<file path="config.mk">
export PLATFORM = sky130hd
export DESIGN_NAME = rs_br_alloc_issue
export DESIGN_NICKNAME = d
export VERILOG_FILES = /design/src/rtl/rs_br_alloc_issue_pkg.sv /design/src/rtl/rs_br_alloc_issue_age_matrix.sv /design/src/rtl/rs_br_alloc_issue.sv
export VERILOG_INCLUDE_DIRS = /design/src /design/src/rtl
export SDC_FILE = /design/constraint.sdc
export NUM_CORES = 1
export LEC_CHECK = 0
export CAP_MARGIN = 15
export CORE_UTILIZATION = 39
export DETAILED_ROUTE_END_ITERATION = 7
export PLACE_DENSITY = 0.64
export SLEW_MARGIN = 20
export SYNTH_ARGS = -nofsm -noshare
export SYNTH_HDL_FRONTEND = slang
export SYNTH_HIERARCHICAL = 1
export SYNTH_SLANG_ARGS = --single-unit
</file>
<file path="constraint.sdc">
create_clock -name clk -period 9.43 [get_ports clk]
set_input_delay 2.3575 -clock clk [delete_from_list [all_inputs] [get_ports clk]]
set_output_delay 2.3575 -clock clk [all_outputs]
set_load 0.05 [all_outputs]
</file>
<file path="src/rtl/constants.vh">
// rtl/constants.vh - shared sizing constants for the branch reservation station
`ifndef RS_BR_CONSTANTS_VH
`define RS_BR_CONSTANTS_VH
`define RS_BR_ENT_NUM 8
`define RS_BR_ENT_SEL 3
`endif

</file>
<file path="src/rtl/rs_br_alloc_issue_pkg.sv">
// rtl/rs_br_alloc_issue_pkg.sv - sizing constants for the branch RS alloc/issue slice
`include "constants.vh"

package rs_br_alloc_issue_pkg;

  // Default entry count and index width of the branch reservation station.
  localparam int RS_ENT_NUM = `RS_BR_ENT_NUM;
  localparam int RS_ENT_SEL = `RS_BR_ENT_SEL;

endpackage

</file>
<file path="src/rtl/rs_br_alloc_issue_age_matrix.sv">
// rtl/rs_br_alloc_issue_age_matrix.sv - relative-age matrix and oldest-ready pick
module rs_age_matrix
  import rs_br_alloc_issue_pkg::*;
#(
  parameter int ENT_NUM = RS_ENT_NUM,
  parameter int ENT_SEL = RS_ENT_SEL
) (
  input  logic               clk,
  input  logic               rst,
  input  logic               flush_i,
  input  logic [ENT_NUM-1:0] busy_vec_i,
  input  logic               alloc0_en_i,
  input  logic [ENT_SEL-1:0] alloc0_sel_i,
  input  logic               alloc1_en_i,
  input  logic [ENT_SEL-1:0] alloc1_sel_i,
  input  logic               issue_en_i,
  input  logic [ENT_SEL-1:0] issue_sel_i,
  input  logic [ENT_NUM-1:0] vld_vec_i,
  output logic [ENT_NUM-1:0] oldest_o
);

  // old_q[i][j] = 1 means entry i is older than entry j.
  logic [ENT_NUM-1:0] old_q [ENT_NUM];
  logic [ENT_NUM-1:0] old_d [ENT_NUM];
  logic [ENT_NUM-1:0] elig;
  logic [ENT_NUM-1:0] cand;
  logic [ENT_NUM-1:0] col;
  logic               found;

  // Next matrix: issue clears row/col; allocation makes every occupied entry older.
  always_comb begin
    for (int i = 0; i < ENT_NUM; i++) old_d[i] = old_q[i];
    if (rst || flush_i) begin
      for (int i = 0; i < ENT_NUM; i++) old_d[i] = '0;
    end else begin
      if (issue_en_i) begin
        old_d[issue_sel_i] = '0;
        for (int j = 0; j < ENT_NUM; j++) old_d[j][issue_sel_i] = 1'b0;
      end
      if (alloc0_en_i) begin
        old_d[alloc0_sel_i] = '0;
        for (int j = 0; j < ENT_NUM; j++) old_d[j][alloc0_sel_i] = busy_vec_i[j];
      end
      if (alloc1_en_i) begin
        old_d[alloc1_sel_i] = '0;
        for (int j = 0; j < ENT_NUM; j++) old_d[j][alloc1_sel_i] = busy_vec_i[j];
        // Slot 0 is program-order older than slot 1 of the same dispatch group.
        if (alloc0_en_i) old_d[alloc0_sel_i][alloc1_sel_i] = 1'b1;
      end
    end
  end

  // Matrix register; reset and flush are folded into old_d.
  always_ff @(posedge clk) begin
    for (int i = 0; i < ENT_NUM; i++) old_q[i] <= old_d[i];
  end

  // Oldest ready entry; lowest index wins if the matrix ever yields a tie or a cycle.
  always_comb begin
    elig     = '0;
    cand     = '0;
    col      = '0;
    oldest_o = '0;
    found    = 1'b0;
    for (int i = 0; i < ENT_NUM; i++) begin
      for (int j = 0; j < ENT_NUM; j++) col[j] = old_q[j][i];
      elig[i] = vld_vec_i[i] & ~|(vld_vec_i & col);
    end
    cand = (|elig) ? elig : vld_vec_i;
    for (int i = 0; i < ENT_NUM; i++) begin
      if (cand[i] && !found) begin
        oldest_o[i] = 1'b1;
        found       = 1'b1;
      end
    end
  end

endmodule

</file>
<file path="src/rtl/rs_br_alloc_issue.sv">
// rtl/rs_br_alloc_issue.sv - branch RS allocation and oldest-ready issue controller
module rs_br_alloc_issue
  import rs_br_alloc_issue_pkg::*;
#(
  parameter int ENT_NUM = RS_ENT_NUM,
  parameter int ENT_SEL = RS_ENT_SEL
) (
  input  logic               clk,
  input  logic               rst,
  input  logic [ENT_NUM-1:0] i_busy_vec,
  input  logic [ENT_NUM-1:0] i_vld_vec,
  input  logic [1:0]         i_dp_req,
  output logic               o_alloc_rdy,
  output logic [ENT_NUM-1:0] o_wr_en,
  output logic [ENT_SEL-1:0] o_wr_sel_0,
  output logic [ENT_SEL-1:0] o_wr_sel_1,
  input  logic               i_ex_rdy,
  output logic [ENT_NUM-1:0] o_rd_en,
  output logic               o_issue_vld,
  output logic [ENT_SEL-1:0] o_issue_sel,
  input  logic               i_flush
);

  logic [ENT_NUM-1:0] free_vec;
  logic [ENT_SEL-1:0] sel0;
  logic [ENT_SEL-1:0] sel1;
  logic               found0;
  logic               found1;
  logic               alloc_fire;
  logic               alloc0_en;
  logic               alloc1_en;
  logic [ENT_NUM-1:0] oldest;
  logic [ENT_SEL-1:0] oldest_sel;

  assign free_vec = ~i_busy_vec;

  // Two lowest-index free entries for dispatch slots 0 and 1.
  always_comb begin
    sel0   = '0;
    sel1   = '0;
    found0 = 1'b0;
    found1 = 1'b0;
    for (int i = 0; i < ENT_NUM; i++) begin
      if (free_vec[i]) begin
        if (!found0) begin
          sel0   = ENT_SEL'(i);
          found0 = 1'b1;
        end else if (!found1) begin
          sel1   = ENT_SEL'(i);
          found1 = 1'b1;
        end
      end
    end
  end

  // All-or-nothing allocation; nothing is written during reset or flush.
  always_comb begin
    o_alloc_rdy = ~rst & ($countones(free_vec) >= $countones(i_dp_req));
    alloc_fire  = o_alloc_rdy & ~i_flush;
    alloc0_en   = alloc_fire & i_dp_req[0];
    alloc1_en   = alloc_fire & i_dp_req[1];
    o_wr_en     = '0;
    if (alloc0_en) o_wr_en[sel0] = 1'b1;
    if (alloc1_en) o_wr_en[sel1] = 1'b1;
    o_wr_sel_0  = rst ? '0 : sel0;
    o_wr_sel_1  = rst ? '0 : sel1;
  end

  // Encode the oldest-ready one-hot and gate issue with execution-unit readiness.
  always_comb begin
    oldest_sel = '0;
    for (int i = 0; i < ENT_NUM; i++) begin
      if (oldest[i]) oldest_sel = ENT_SEL'(i);
    end
    o_issue_vld = (|oldest) & i_ex_rdy & ~i_flush & ~rst;
    o_rd_en     = o_issue_vld ? oldest : '0;
    o_issue_sel = o_issue_vld ? oldest_sel : '0;
  end

  rs_age_matrix #(
    .ENT_NUM (ENT_NUM),
    .ENT_SEL (ENT_SEL)
  ) u_age (
    .clk          (clk),
    .rst          (rst),
    .flush_i      (i_flush),
    .busy_vec_i   (i_busy_vec),
    .alloc0_en_i  (alloc0_en),
    .alloc0_sel_i (sel0),
    .alloc1_en_i  (alloc1_en),
    .alloc1_sel_i (sel1),
    .issue_en_i   (o_issue_vld),
    .issue_sel_i  (o_issue_sel),
    .vld_vec_i    (i_vld_vec),
    .oldest_o     (oldest)
  );

endmodule

</file>
==> metrics.json <==
{
  "placement.io_buffers": {"value": 48},
  "rsz0062_at_grt": {"value": "yes"},
  "yosys_register_bits": {"value": 64},
  "num_rows": {"value": 42},
  "timing.max_slew.rel_slack": {"value": 33.11, "unit": "%"},
  "type_of_the_most_critical_hold_path": {"value": "flip-flop to flip-flop"},
  "worstPathCellList": {"value": "clkdlybuf4s50_1 -> inv_1 -> fa_1 -> inv_1 -> fa_1 -> inv_1 -> fa_1 -> ha_1 -> inv_1 -> fa_1 -> inv_1 -> ha_1 -> a21oi_1 -> o21ai_0 -> and3_4 -> nand2_1 -> o32ai_1 -> buf_12"},
  "final.hold.worst_slack": {"value": 0.5201, "unit": "ns"},
  "drt_wl_total": {"value": 21760, "unit": "um"},
  "floorplan.die.width": {"value": 119.0, "unit": "um"},
  "fin_crit_sh": {"value": 98.47, "unit": "%"},
  "buffer_type_at_the_clock_tree_root": {"value": "sky130_fd_sc_hd__clkbuf_16"},
  "syn-mean-instance-area": {"value": 7.400, "unit": "um^2"},
  "number_of_h_tree_levels": {"value": 3},
  "clkLatencyLatePin": {"value": 0.33, "unit": "ns"},
  "power.density": {"value": 135.4, "unit": "nW/um^2"},
  "cell_internal_pwr": {"value": 577.0, "unit": "uW"},
  "detail_route.iter0.violations": {"value": 853},
  "synthesis.yosys.warnings": {"value": 6},
  "cts-hold-fix-buffers": {"value": 0},
  "max_cap_check_violation_count": {"value": 0},
  "synth_sequential_area_ratio": {"value": 23.98, "unit": "%"},
  "grt_pass1_vias": {"value": 5701},
  "post_placement_cell_count": {"value": 899},
  "insertedDiodeCount": {"value": 0},
  "initial_utilization": {"value": 40.18, "unit": "%"},
  "tritoncts_num_sinks": {"value": 64},
  "critical_path_endpoint_category": {"value": "output port"},
  "cpMaxStageDelayCell": {"value": "sky130_fd_sc_hd__fa_1"},
  "max_flop_register": {"value": "u_age/old_q"},
  "gr-usage-all-layers": {"value": 30.39, "unit": "%"},
  "synth_flop_cell": {"value": "sky130_fd_sc_hd__dfxtp_1"},
  "crit_path_start_kind": {"value": "input port"},
  "synth.lib_cells_used.distinct": {"value": 80},
  "postSynth.asyncResetShare": {"value": 0, "unit": "%"},
  "fmax": {"value": 107.7, "unit": "MHz"},
  "irDropWorstVdd": {"value": 57.69, "unit": "uV"},
  "final-instance-count-excl-fill": {"value": 915},
  "area_growth_syn_to_fin": {"value": 17.54, "unit": "%"},
  "via_per_inst": {"value": 6.769},
  "clock_power_share": {"value": 42.2, "unit": "%"},
  "drive_above_1_share": {"value": 12.45, "unit": "%"},
  "die_area": {"value": 14170, "unit": "um^2"},
  "crit_path_max_fanout": {"value": 6},
  "multi_input_area": {"value": 3601, "unit": "um^2"},
  "syn-instance-count": {"value": 722},
  "via_count": {"value": 6194},
  "worst_setup_hold_path_clk_slew": {"value": 0.06, "unit": "ns"},
  "num-fill-cells": {"value": 1308},
  "critPathMostFrequentCell": {"value": "sky130_fd_sc_hd__inv_1"},
  "power_switching": {"value": 273.2, "unit": "uW"},
  "largest_register_ffs": {"value": 64},
  "number_of_enable_type_register_cells_in_the_synthesized_netlist": {"value": 0},
  "remaining_number_of_nets_flagged_by_the_antenna_check_after_routing": {"value": 0},
  "cts_tree": {"value": "done"},
  "total_power": {"value": 850.2, "unit": "uW"},
  "syn-num-nets": {"value": 760},
  "timing_max_transition_violations_final": {"value": 0},
  "biggestRegsByFlops": {"value": "u_age/old_q x64"},
  "worst-slew-pin-transition": {"value": 0.9997, "unit": "ns"},
  "grt_antenna_before_repair": {"value": 0},
  "worst-setup-path-type": {"value": "input port to output port"},
  "ioPinCount": {"value": 49},
  "cp.arrival": {"value": 6.93, "unit": "ns"},
  "floorplan.core_area": {"value": 13300, "unit": "um^2"},
  "worstPathRequired": {"value": 7.07, "unit": "ns"},
  "synthesis.area": {"value": 5343, "unit": "um^2"},
  "globalRoute.totalOverflow": {"value": 0},
  "power.sequential.fraction": {"value": 32.3, "unit": "%"},
  "comb_power_share": {"value": 25.5, "unit": "%"},
  "fin_crit": {"value": 9.286, "unit": "ns"},
  "cts-buffers-inserted": {"value": 9},
  "globalplace.congestion": {"value": 0.9834},
  "seqCellArea": {"value": 1281, "unit": "um^2"},
  "critPathMaxStageDelay": {"value": 0.54, "unit": "ns"},
  "hpwl": {"value": 15270, "unit": "um"},
  "average_wire_per_standard_cell": {"value": 23.78, "unit": "um"},
  "detailedRoute.firstPassIterationCount": {"value": 8},
  "die_span_y": {"value": 119.0, "unit": "um"},
  "nets": {"value": 772},
  "sw_frac_of_total": {"value": 32.13, "unit": "%"},
  "pin_count_of_the_biggest_net_entering_global_routing": {"value": 64},
  "report.final.hold_viol_count": {"value": 0},
  "static_power_due_to_leakage": {"value": 2.144, "unit": "nW"},
  "deepest_clock_path_buffer_count": {"value": 2},
  "global_route_wire_length_before_repair": {"value": 32890, "unit": "um"},
  "remaining_drc_errors": {"value": 0},
  "placed_area": {"value": 5952, "unit": "um^2"},
  "run_status": {"value": "complete, no violations"},
  "fin_area": {"value": 6280, "unit": "um^2"},
  "finalSetupTns": {"value": 0, "unit": "ns"},
  "fin_worst_skew": {"value": 0.009743, "unit": "ns"},
  "number_of_setup_violations_in_the_final_report": {"value": 0}
}
-- cell usage in the layout (no fill, tap or decap), types with 5 or more instances in the layout --
cell	instances
sky130_fd_sc_hd__clkdlybuf4s50_1	37
sky130_fd_sc_hd__a22o_1	12
sky130_fd_sc_hd__dfxtp_1	64
sky130_fd_sc_hd__nand2_1	61
sky130_fd_sc_hd__o32ai_1	5
sky130_fd_sc_hd__or2_2	12
sky130_fd_sc_hd__nor2b_1	13
sky130_fd_sc_hd__inv_1	31
sky130_fd_sc_hd__nor3_1	6
sky130_fd_sc_hd__nand4b_1	6
sky130_fd_sc_hd__a32o_1	8
sky130_fd_sc_hd__a221oi_1	8
sky130_fd_sc_hd__buf_12	10
sky130_fd_sc_hd__nor2_2	6
sky130_fd_sc_hd__and2_1	14
sky130_fd_sc_hd__nor2_1	99
sky130_fd_sc_hd__buf_4	23
sky130_fd_sc_hd__ha_1	12
sky130_fd_sc_hd__or3_1	11
sky130_fd_sc_hd__a21oi_1	55
sky130_fd_sc_hd__a211oi_1	14
sky130_fd_sc_hd__o21ai_0	16
sky130_fd_sc_hd__a2bb2oi_1	6
sky130_fd_sc_hd__a32oi_1	10
sky130_fd_sc_hd__nand2b_1	6
sky130_fd_sc_hd__clkbuf_16	9
sky130_fd_sc_hd__nand3_1	19
sky130_fd_sc_hd__a31oi_1	16
sky130_fd_sc_hd__a22oi_1	54
-- critical path, delay by kind of cell --
| family | cells | cell delay, ns |
|---|---|---|
| compound gates | 3 | 0.68 |
| fa+ha+maj | 6 | 2.43 |
| buf+inv | 7 | 0.96 |
| simple gates | 2 | 0.48 |
-- area by class of cell --
cell class / instances / area share (%)
multi-input cells: 557 / 57.34
inverters: 32 / 1.913
well taps: 176 / 3.507
clock inverters: 5 / 1.295
clock buffers: 11 / 3.706
repair buffers: 70 / 11.84
flip-flops and latches: 64 / 20.40
-- routing by layer --
layer	GRT usage [%]	wire (um)	vias to the layer above
met2	45.46	9405	485
met5	0	0	-
met1	40.60	8805	2935
met3	6.274	2466	88
li1	-	-	2686
met4	16.61	1080	0
-- kinds of logic (layout without fill, tap and decap cells) --
group,Yosys count,after routing,share of synthesized area [%]
simple gates,290,290,28.13
mux,2,2,0.4215
flops,64,64,23.98
buf+inv,101,118,8.876
compound gates,244,244,33.44
fa+ha+maj,17,17,4.496
xor+xnor,4,4,0.6559
-- power by group through the flow --
stage / sequential, mW / combinational, mW / clock, mW
6_report: 0.274 / 0.217 / 0.359
5_1_grt: 0.274 / 0.231 / 0.372
4_1_cts: 0.274 / 0.210 / 0.359
3_5_place_dp: 0.280 / 0.209 / 0
3_3_place_gp: 0.280 / 0.207 / 0
2_1_floorplan: 0.280 / 0.139 / 0
-- synthesized netlist by cell type, types with 10 or more instances --
library cell | number | share of area, %
sky130_fd_sc_hd__or2_2 | 12 | 1.4
sky130_fd_sc_hd__a22oi_1 | 54 | 7.6
sky130_fd_sc_hd__or3_1 | 11 | 1.3
sky130_fd_sc_hd__dfxtp_1 | 64 | 24
sky130_fd_sc_hd__ha_1 | 12 | 2.8
sky130_fd_sc_hd__nand2_1 | 61 | 4.3
sky130_fd_sc_hd__a21oi_1 | 55 | 5.2
sky130_fd_sc_hd__buf_2 | 19 | 1.8
sky130_fd_sc_hd__nor2b_1 | 13 | 1.5
sky130_fd_sc_hd__o21ai_0 | 16 | 1.5
sky130_fd_sc_hd__a32oi_1 | 10 | 1.6
sky130_fd_sc_hd__and2_1 | 14 | 1.6
sky130_fd_sc_hd__a31oi_1 | 16 | 1.9
sky130_fd_sc_hd__a22o_1 | 12 | 2.0
sky130_fd_sc_hd__a211oi_1 | 14 | 2.0
sky130_fd_sc_hd__clkbuf_1 | 33 | 2.3
sky130_fd_sc_hd__inv_1 | 31 | 2.2
sky130_fd_sc_hd__nor2_1 | 100 | 7.0
sky130_fd_sc_hd__nand3_1 | 19 | 1.8
-- metrics by stage --
stage	setup slack, ns	util [%]
after floorplan	0.3362	-
after global placement	0.2019	44.77
after detailed placement	0.05403	44.77
after CTS	0.05710	47.13
after global routing	-0.07793	47.23
final	0.1439	47.23
-- path summary, 6_finish.rpt --
check	cells past startpoint	from	slack [ns]	endpoint
worst max-delay path	18	i_busy_vec[0]	0.14	o_wr_en[4]
worst min-delay path	2	u_age/old_q[1][20]	0.52	u_age/old_q[1][20]
worst max register to register	17	u_age/old_q[0][23]	4.16	u_age/old_q[0][30]
worst min register to register	2	u_age/old_q[1][20]	0.52	u_age/old_q[1][20]
-- repair_timing --
item,4_1_cts,5_1_grt
gates resized for setup,0,2
setup endpoints to repair,0,6
buffers inserted,0,0
(Power assumes the default switching activity.)
